**src/rtl/mem_align_unit.sv**
```systemverilog
// Load/store alignment unit between the MEM stage and a word-wide synchronous
// memory without byte enables; sub-word stores are done as read-modify-write.
module mem_align_unit #(
  parameter int DATA_W = 32,
  parameter int ADDR_W = 32,
  localparam int OFF_W = $clog2(DATA_W / 8)
) (
  input  logic                    clk,
  input  logic                    rst,
  input  logic                    req_valid,
  output logic                    req_ready,
  input  logic                    req_we,
  input  logic [1:0]              req_size,
  input  logic                    req_unsigned,
  input  logic [ADDR_W-1:0]       req_addr,
  input  logic [DATA_W-1:0]       req_wdata,
  output logic                    resp_valid,
  input  logic                    resp_ready,
  output logic [DATA_W-1:0]       resp_data,
  output logic                    resp_err,
  output logic                    mem_en,
  output logic                    mem_we,
  output logic [ADDR_W-OFF_W-1:0] mem_addr,
  output logic [DATA_W-1:0]       mem_wdata,
  input  logic [DATA_W-1:0]       mem_rdata
);

  typedef enum logic [2:0] {
    S_IDLE,
    S_RD,
    S_CAP,
    S_WR,
    S_RESP,
    S_ERR_RESP
  } state_t;

  state_t              state_q, state_d;
  logic                we_q;
  logic [1:0]          size_q;
  logic                uns_q;
  logic [ADDR_W-1:0]   addr_q;
  logic [DATA_W-1:0]   wdata_q;
  logic [DATA_W-1:0]   resp_data_q;
  logic                resp_err_q;

  // Request decode, evaluated on the live inputs while IDLE.
  logic [2:0] req_off3;
  logic [2:0] align_mask;
  logic       req_err;
  logic       req_full;

  always_comb begin
    req_off3 = 3'(req_addr[OFF_W-1:0]);
    case (req_size)
      2'd0:    align_mask = 3'b000;
      2'd1:    align_mask = 3'b001;
      2'd2:    align_mask = 3'b011;
      default: align_mask = 3'b111;
    endcase
    req_err  = (|(req_off3 & align_mask)) || ((req_size == 2'd3) && (DATA_W == 32));
    req_full = (req_size == 2'(OFF_W));
  end

  // Lane extraction and merge, driven by the latched request.
  logic [OFF_W+2:0]  shamt;
  logic [DATA_W-1:0] shifted;
  logic [DATA_W-1:0] lane_mask;
  logic              sign_bit;
  logic [DATA_W-1:0] load_ext;
  logic [DATA_W-1:0] wr_mask;
  logic [DATA_W-1:0] merged;

  // NOTE: every signal written in an always_comb gets a default first, so no
  // path through the case statements can leave it unassigned and infer a latch.
  always_comb begin
    shamt     = {addr_q[OFF_W-1:0], 3'b000};
    shifted   = mem_rdata >> shamt;
    lane_mask = '0;
    sign_bit  = 1'b0;
    case (size_q)
      2'd0: begin
        lane_mask[7:0] = '1;
        sign_bit       = shifted[7];
      end
      2'd1: begin
        lane_mask[15:0] = '1;
        sign_bit        = shifted[15];
      end
      2'd2: begin
        lane_mask[31:0] = '1;
        sign_bit        = shifted[31];
      end
      default: begin
        lane_mask = '1;
        sign_bit  = shifted[DATA_W-1];
      end
    endcase
    // A full-width lane leaves no bits to extend, so req_unsigned drops out.
    load_ext = (shifted & lane_mask) | ((sign_bit && !uns_q) ? ~lane_mask : '0);
    wr_mask  = lane_mask << shamt;
    merged   = (mem_rdata & ~wr_mask) | ((wdata_q & lane_mask) << shamt);
  end

  always_comb begin
    state_d = state_q;
    case (state_q)
      S_IDLE: begin
        if (req_valid) begin
          if (req_err)                state_d = S_ERR_RESP;
          else if (req_we && req_full) state_d = S_WR;
          else                        state_d = S_RD;
        end
      end
      S_RD:  state_d = S_CAP;
      S_CAP: state_d = we_q ? S_WR : S_RESP;
      S_WR:  state_d = S_RESP;
      S_RESP, S_ERR_RESP: begin
        if (resp_ready) state_d = S_IDLE;
      end
      default: state_d = S_IDLE;
    endcase
  end

  // NOTE: state registers use non-blocking assignments so every flop samples
  // the pre-edge values, independent of statement order within the block.
  always_ff @(posedge clk) begin
    if (rst) begin
      state_q     <= S_IDLE;
      we_q        <= 1'b0;
      size_q      <= 2'd0;
      uns_q       <= 1'b0;
      addr_q      <= '0;
      wdata_q     <= '0;
      resp_data_q <= '0;
      resp_err_q  <= 1'b0;
    end else begin
      state_q <= state_d;
      case (state_q)
        S_IDLE: begin
          if (req_valid) begin
            we_q        <= req_we;
            size_q      <= req_size;
            uns_q       <= req_unsigned;
            addr_q      <= req_addr;
            wdata_q     <= req_wdata;
            resp_data_q <= '0;
            resp_err_q  <= req_err;
          end
        end
        S_CAP: begin
          if (we_q) wdata_q     <= merged;
          else      resp_data_q <= load_ext;
        end
        default: ;
      endcase
    end
  end

  assign req_ready  = (state_q == S_IDLE);
  assign resp_valid = (state_q == S_RESP) || (state_q == S_ERR_RESP);
  assign resp_data  = resp_data_q;
  assign resp_err   = resp_err_q;
  // Strobes are gated by rst so a write in flight cannot land during reset.
  assign mem_en     = ((state_q == S_RD) || (state_q == S_WR)) && !rst;
  assign mem_we     = (state_q == S_WR) && !rst;
  assign mem_addr   = addr_q[ADDR_W-1:OFF_W];
  assign mem_wdata  = wdata_q;

endmodule
```
**config.mk**
```make
export PLATFORM = sky130hd
export DESIGN_NAME = mem_align_unit
export DESIGN_NICKNAME = d
export VERILOG_FILES = /design/src/rtl/mem_align_unit.sv
export SDC_FILE = /design/constraint.sdc
export NUM_CORES = 1
export LEC_CHECK = 0
export BUFFER_PORTS_ARGS = -buffer_cell sky130_fd_sc_hd__buf_2
export CAP_MARGIN = 25
export CORE_ASPECT_RATIO = 1.5
export CORE_MARGIN = 5
export CORE_UTILIZATION = 25
export DETAILED_ROUTE_END_ITERATION = 16
export PLACE_DENSITY_LB_ADDON = 0.1
export SLEW_MARGIN = 5
export SYNTH_ARGS = -nofsm -noshare
export SYNTH_HDL_FRONTEND = slang
export SYNTH_SLANG_ARGS = --single-unit
```
**constraint.sdc**
```tcl
create_clock -name clk -period 1.92 [get_ports clk]
set_clock_uncertainty 0.05 [all_clocks]
set_input_delay 0.384 -clock clk [delete_from_list [all_inputs] [get_ports clk]]
set_output_delay 0.384 -clock clk [all_outputs]
set_load 0.02 [all_outputs]
```
* Yosys cells after proc, flatten, opt, wreduce, memory -nomap -nowiden
Cells that the tools add are included.
Storage, ports and cells: memories 0, bits in latches 0, bits in read-only memories 0, output and inout bits 99, memory bits (writable) 0, logic and storage cells 69, bits in registers 104
Operators by class: bitwise logic cells 8, shift-type cells 3, equality and inequality tests 13, $lt $le $gt $ge 0, $add $sub $neg 0, div/mod/pow operators 0, reduce and logical (&&, ||, !) cells 20, $mul 0, multiplexer cells 17
Operators with widths (number):
- $mux 32 | 5
- $pmux 32 s2 | 2
- $and 32x32->32 | 3
- $not 32->32 | 2
- $or 32x32->32 | 2
- $shl 32x5->32 | 2
- $shr 32x5->32 | 1
- $mux 16 | 1
- $pmux 3 s5 | 1
- $mux 3 | 4
- $pmux 3 s3 | 1
- $mux 8 | 1
- $ne 2x2->1 const B | 4
- $eq 3x2->1 const B | 2
- $eq 3x3->1 const B | 2
- $reduce_and 3->1 | 2
- $eq 2x1->1 const B | 2
- $eq 2x2->1 const B | 2
- $logic_and 1x1->1 | 4
- $logic_not 2->1 | 2
- $reduce_and 2->1 | 2
- $reduce_or 2->1 | 2
- $and 2x3->3 | 1
- $eq 3x1->1 const B | 1
- 7 further kinds | 10

* Longest topological paths before layout
Gate-level depths: netlist of the first run.
depth after elaboration 9, depth in mapped cells 7, gate-level depth less buffers 4

* Worst setup path after synthesis of the first run
Ideal clock, no wire load.
kind register to output, start point register state_q[2], end point output port req_ready, data arrival time 1.287 ns, setup slack 0.199 ns, buffers on the path 2, cell stages (with the launch flop) 5, data required time 1.486 ns, path through dfxtp_1 > or2_2 > buf_2 > buf_1 > nor2_1
Between the ends: longest elaborated chain between the ends 1
RTL lines:
- start, declared | line 37 | state_t state_q, state_d;
- start signal, assigned | line 137 | state_q <= state_d;
- $logic_not 3->1 | line 159 | assign req_ready = (state_q == S_IDLE);
- end, declared | line 11 | output logic req_ready,
Every way passes these cells.

* Worst setup path after layout of the first run
Ends and elaborated chain as after synthesis.

==> results of run 1 <==
power groups by stage:
stage,combinational [W],clock [W],sequential [W]
after global routing,0.00197,0.00231,0.00252
after floorplan,0.000980,0,0.00261
after global placement,0.00180,0,0.00254
after CTS,0.00181,0.00222,0.00249
after detailed placement,0.00180,0,0.00254
final,0.00181,0.00215,0.00249
worst reg2reg max path: stages (launching register included):
cell and delay, ps:
dfxtp_2 510, inv_1 120, nor3_2 580, a221oi_1 160, a311oi_1 300
synthesized netlist by cell type, types with 11 or more instances:
library cell  instances  area, sq um
nand2b_1             11        68.82
o21ai_0              25        125.1
dfxtp_1             104         2082
buf_4                34        255.2
nor4_1               12        75.07
a221o_1              12        120.1
mux2i_1              25        250.2
buf_2                26        130.1
a22o_1               12        105.1
nand2_1             127        476.7
a221oi_1             13        113.9
a22oi_1              12        90.09
nor2_1               39        146.4
a211oi_1             22        165.2
clkbuf_1             24        90.09
a21oi_1              81        405.4
layer usage:
layer	routed length (um)	vias up	GRT usage, %
met2	12920	151	33.66
met5	0	-	0
li1	-	2889	-
met1	9952	2808	22.01
met4	609	0	6.176
met3	977	29	3.222
final timing paths:
| check | end | slack, ps | cells past startpoint |
|---|---|---|---|
| worst max-delay path | req_ready | 60 | 4 |
| worst min-delay path | mem_wdata[30] | 180 | 3 |
| worst max register to register | mem_wdata[18] | 100 | 4 |
| worst min register to register | addr_q[23] | 400 | 2 |
logic make-up after synthesis:
group | after synthesis
compound gates | 226
mux | 30
flops | 104
buf+inv | 97
simple gates | 241
through the flow:
step / power, W / cells / utilization (%) / instance area [sq um]
2_1_floorplan: 0.003591 / 698 / - / 5595
3_3_place_gp: 0.004344 / 1149 / 31.37 / 6968
3_5_place_dp: 0.004338 / 1149 / 31.37 / 6968
4_1_cts: 0.006528 / 1165 / 32.98 / 7327
5_1_grt: 0.006795 / 1167 / 33.17 / 7368
6_report: 0.006447 / 1167 / 33.17 / 7368
sequential cells by signal, indices dropped and copies added (netlist names):
name       count
addr_q        32
mem_wdata     32
resp_data     32
resp_err       1
size_q         2
state_q        3
uns_q          1
we_q           1
cell type report:
| cell class | instances | share of cell area (%) |
|---|---|---|
| multi-input cells | 497 | 41.03 |
| flip-flops and latches | 104 | 28.31 |
| repair buffers | 264 | 20.85 |
| well taps | 276 | 4.687 |
| clock buffers | 12 | 3.617 |
| clock inverters | 4 | 1.002 |
| inverters | 10 | 0.5094 |
placed cells by master, fill, tap and decap left out, types with 4 or more instances in the layout:
cell	instances
a221o_1	12
a22oi_1	12
nand2_1	127
a32oi_1	7
dfxtp_1	101
and3_1	5
mux2_2	4
nor2_1	34
a311oi_1	9
o21ai_0	25
nor4_1	12
nand2b_1	11
o221ai_1	6
inv_1	9
o21bai_1	9
nor2_2	4
nor2b_1	6
buf_12	4
nand3b_1	7
a211oi_1	22
clkbuf_16	9
a21oi_1	80
buf_2	201
nor3_1	5
a221oi_1	13
nand3_1	8
or3_1	9
a22o_1	12
mux2i_1	25
buf_4	58
repair_timing:
item | CTS | global route
gates resized for setup | 6 | 9
setup endpoints to repair | 3 | 38
hold buffers | 0 | 0
pin swaps | 0 | 1
setup buffers | 0 | 2
==> metrics.txt, run 1 <==
status=complete, no violations; first-pass GRT wire length=approximately 37 mm; period utilization=a little over nine tenths; Num CTS Buffers=9; Wirelength per Cell=20.96 um; CP arrival=around 1400 ps; pin count of the biggest net entering global routing=65; Initial Util=between 20% and 30%; max-cap violation count=0; DRC viols=0; Die Ht=193.2 um; final critical-path required period=about 1900 ps; post-place setup slack=27.03 ps; worst-path maximum fanout=10; Syn Inst Count=approximately 700; leak pwr=about 3.1 nW; RSZ-0062 raised after global routing=false; Area Growth Syn to Fin=31.69%; post-synthesis mux area share=under 10%; storage element area=~0.0021 sq mm; Clock transition at path regs=about 70 ps; cell family contributing the most delay on the critical path=simple AND/OR/NAND/NOR gates; Pins Over Slew Limit=0; setup TNS=0 ps; #FFs+latches synth=between 100 and 150; fin nets=approximately 1000; worst vdd ir=404.9 uV; fmax=about 540 MHz; Syn Nets=between 800 and 900; xor/xnor cell area share of the yosys netlist=0%; CP startpoint kind=flip-flop; r2r startpoint=addr_q[0]; Vias=about 5900; vias in the first global route=6097; slowest CP cell=dfxtp_2; Clock Latency Late Sink=about 360 ps; Comb pwr share=28.1%; HPWL reported at the end of detailed placement=18.95 mm; Overflow after GRT=0; Max H-tree Level=3; EDFF count, synth=0; Critical Path RT=between 1000 and 1500 ps; site row count=between 60 and 70; Die Span X=132.2 um; CTS root buffer=clkbuf_16; CP max stage delay=350 ps; Sw Share=between 30% and 40%; Core ar.=~0.022 sq mm; setup ws final=about 62 ps; multi-input logic area=0.003023 sq mm; Worst Hold Class=in -> reg; P_int=approximately 0.0043 W; Synth Area in Adders=0%; CTS Buffer Depth=2; share of cells above drive strength 1=roughly 34%; Power Density=approximately 870 mW/mm^2; final hold violations=0; clock network power share=33.3%; Main synth FF type=dfxtp_1; Vias/cell=between 5 and 6; Filler Cell Count=2431; hold_sp=req_wdata[30]; Worst Setup End Kind=output port; RePlAce Congestion=0.8092; Total GRT Usage=a little under a fifth; First-pass DRT Iterations=4; final WL=roughly 24 mm; Syn. warnings=0; full die area=about 0.026 sq mm; Simple-Gate Fraction of Synth Area=between 10% and 20%; worst hold slack=~180 ps; CTS tree=done; synth unique cells=52; io pins=between 200 and 250; worst setup path category=reg -> out; average cell area after synthesis=between 8 and 9 sq um; post-synth design cell area=~0.0056 sq mm; Worst-Margin Slew=around 660 ps; Max-slew headroom=between 50 and 60%; fraction of registers with async set/reset=0%; Ant. Diodes=0; Switch Pwr=approximately 0.0022 W; WP buf/inv=2; initial antenna violation count=0; IO Port Bufs=202; sequential share of power=about two fifths; Compound-Gate Fraction of Synth Area=roughly 28%; worst path cell trace=or2_4, buf_8, nor2_2, buf_4; largest family of logic cells by synthesized area=compound AO/OA/AOI/OAI gates; Worst Setup SP=state_q[2]; clk sinks=between 100 and 150; antenna viol nets, final=0; initial DRC count=between 200 and 300; sequential share of the synthesized area=37.21%; final setup violation count=0
Note: power is estimated with default switching activity, not from simulation.
==> run 2: changes to the inputs <==
==> constraint.sdc (replaced) <==
create_clock -name clk -period 1.92 [get_ports clk]
set_clock_uncertainty 0.05 [all_clocks]
set_input_delay 0.384 -clock clk [delete_from_list [all_inputs] [get_ports clk]]
set_output_delay 0.384 -clock clk [all_outputs]
set_load 0.1 [all_outputs]
==> metrics.txt, run 2 (same netlist as run 1, synthesis figures left out) <==
status=complete, no violations; hold buffer count at cts=0 (unchanged); CTS tree=done; Die Ht=193.2 um (unchanged); Clock Latency Late Sink=370 ps (about the same); CP arrival=1420 ps (about the same); Clock transition at path regs=70 ps (about the same); final hold violations=0 (unchanged); final cell count without fillers=1170 (+0.26%); IO Port Bufs=202 (unchanged); max-cap violation count=0 (unchanged); Max-slew headroom=62.18% (+6.5 points); cell area after layout=0.007486 sq mm (+1.6%); worst hold slack=169.2 ps (-7.130 ps); Worst Hold Class=in -> reg; pin count of the biggest net entering global routing=54 (-17%); Comb pwr share=38.0% (+9.9 points); Sw Share=42.31% (+8.4 points); Critical Path RT=1490 ps (about the same); site row count=67 (unchanged); Num CTS Buffers=9 (unchanged); Area Growth Syn to Fin=33.79%; Core ar.=0.02222 sq mm (unchanged); most frequent cells in the layout=buf_2, nand2_1, dfxtp_1; CTS root buffer=clkbuf_16; worst setup path category=reg -> out; commonest non-fill, non-tap cell in the layout=buf_2; full die area=0.02553 sq mm (unchanged); Initial Util=25.19% (unchanged); WHS Path Cells=3 (unchanged); initial DRC count=307 (+6.6%); Power Density=999.5 mW/mm^2 (+14%); CTS Buffer Depth=2 (unchanged); io pins=203 (unchanged); Worst Reg-to-Reg Cells=4 (unchanged); DRC viols=0 (unchanged); first-pass GRT wire length=35.98 mm (-2.4%); Ant. Diodes=0 (unchanged); fmax=540.1 MHz (+0.34%); Worst R2R Setup Slack=70 ps (-30 ps); CP startpoint kind=flip-flop; hold_sp=req_wdata[30]; clk sinks=104 (unchanged); Die Span X=132.2 um (unchanged); Total GRT Usage=18.22% (-0.39 points); worst vdd ir=451.1 uV (+11%); Reg2Reg Capture Point=mem_wdata[15]; Worst-Margin Slew=563.5 ps (-97.95 ps); worst path cell trace=or2_4, buf_6, nor2_4, buf_12; fin nets=993 (+0.30%); Max H-tree Level=3 (unchanged); period utilization=96.43% (-0.33 points); r2r startpoint=state_q[1]; clock network power share=28.6% (-4.7 points); final critical-path required period=1851 ps (-6.283 ps); worst-path maximum fanout=13 (+3); sequential share of power=33.4% (-5.2 points); Wirelength per Cell=20.67 um (-1.4%); CP max stage delay=350 ps (about the same); Switch Pwr=0.003166 W (+45%); antenna viol nets, final=0 (unchanged); Pins Over Slew Limit=0 (unchanged); WHS Endpoint=mem_wdata[30]; Worst Setup End Kind=output port; Vias/cell=4.982 (-1.1%); Placed Area=0.007097 sq mm (+1.8%); HPWL reported at the end of detailed placement=18.81 mm (-0.76%); Overflow after GRT=0 (unchanged); P_int=0.004317 W (+1.3%); First-pass DRT Iterations=4 (unchanged); Vias=5829 (-0.82%); slowest CP cell=dfxtp_2; RePlAce Congestion=0.8120 (+0.35%); leak pwr=3.162 nW (+1.1%); placed insts=1151 (+0.17%); share of cells above drive strength 1=34.56% (+0.11 points); vias in the first global route=5847 (-4.1%); final setup violation count=0 (unchanged); final WL=24.19 mm (-1.1%); Tot Pwr=0.007482 W (+16%); initial antenna violation count=0 (unchanged)
[run 2: cell types whose count changed in the layout (fill, tap and decap cells not counted), moves of 2 or more]
cell and change:
buf_2 -3, o21ai_1 +2, nor2b_2 +2, buf_12 +7, nor2_2 -3, nor2_1 +3
nor2b_1 -2, clkbuf_1 +2
[run 2: routing by layer]
metal / part of all wire, % / up-vias / wire length [um] / GRT usage [%]
met1: 43 / 2737 / 10310 / 22.79
li1: - / 2889 / - / -
met3: 5.0 / 30 / 1213 / 3.300
met2: 50 / 173 / 12100 / 31.25
met4: 2.3 / 0 / 567 / 6.367
met5: 0 / - / 0 / 0
[run 2: power by group through the flow]
| stage | logic [W] | clock network [W] | registers (W) |
|---|---|---|---|
| final | 0.00284 | 0.00214 | 0.00250 |
| after global routing | 0.00299 | 0.00227 | 0.00253 |
| after CTS | 0.00284 | 0.00220 | 0.00250 |
| after detailed placement | 0.00283 | 0 | 0.00255 |
| after global placement | 0.00284 | 0 | 0.00255 |
| after floorplan | 0.00136 | 0 | 0.00322 |
[run 2: how the worst max path moves through the flow]
stage                          to  cells after the start        from
floorplan               req_ready                      4  state_q[2]
global placement        addr_q[1]                      7  state_q[1]
detailed placement  resp_data[31]                      5   addr_q[1]
CTS                     req_ready                      4  state_q[2]
global route            addr_q[1]                      7  state_q[1]
finish                  req_ready                      4  state_q[0]
[run 2: through the flow]
| stage | setup slack [ps] | utilization, % | setup TNS (ps) |
|---|---|---|---|
| floorplan | -17.68 | - | -17.68 |
| global placement | 17.22 | 31.95 | 0 |
| detailed placement | 47.85 | 31.95 | 0 |
| CTS | 7.623 | 33.48 | 0 |
| global route | -1.750 | 33.70 | -1.750 |
| finish | 68.63 | 33.70 | 0 |
[run 2: area by class of cell]
cell class,instances,area [sq um]
Inverter,10,37.54
Timing Repair Buffer,267,1650
Fill cell,2396,14730
Clock buffer,14,274.0
Tap cell,276,345.3
Multi-Input combinational cell,497,3029
Sequential cell,104,2090
Clock inverter,2,60.06
[run 2: critical path, delay by kind of cell (launching register included)]
kind,cells,cell delay (ps)
buf+inv,2,330
flops,1,350
simple gates,2,370
[run 2: what timing repair did]
| item | CTS | global route |
|---|---|---|
| setup endpoints to repair | 1 | 43 |
| pin swaps | 0 | 2 |
| setup buffers | 0 | 3 |
| endpoints found under the hold margin | 0 | 0 |
| resized for setup | 3 | 10 |
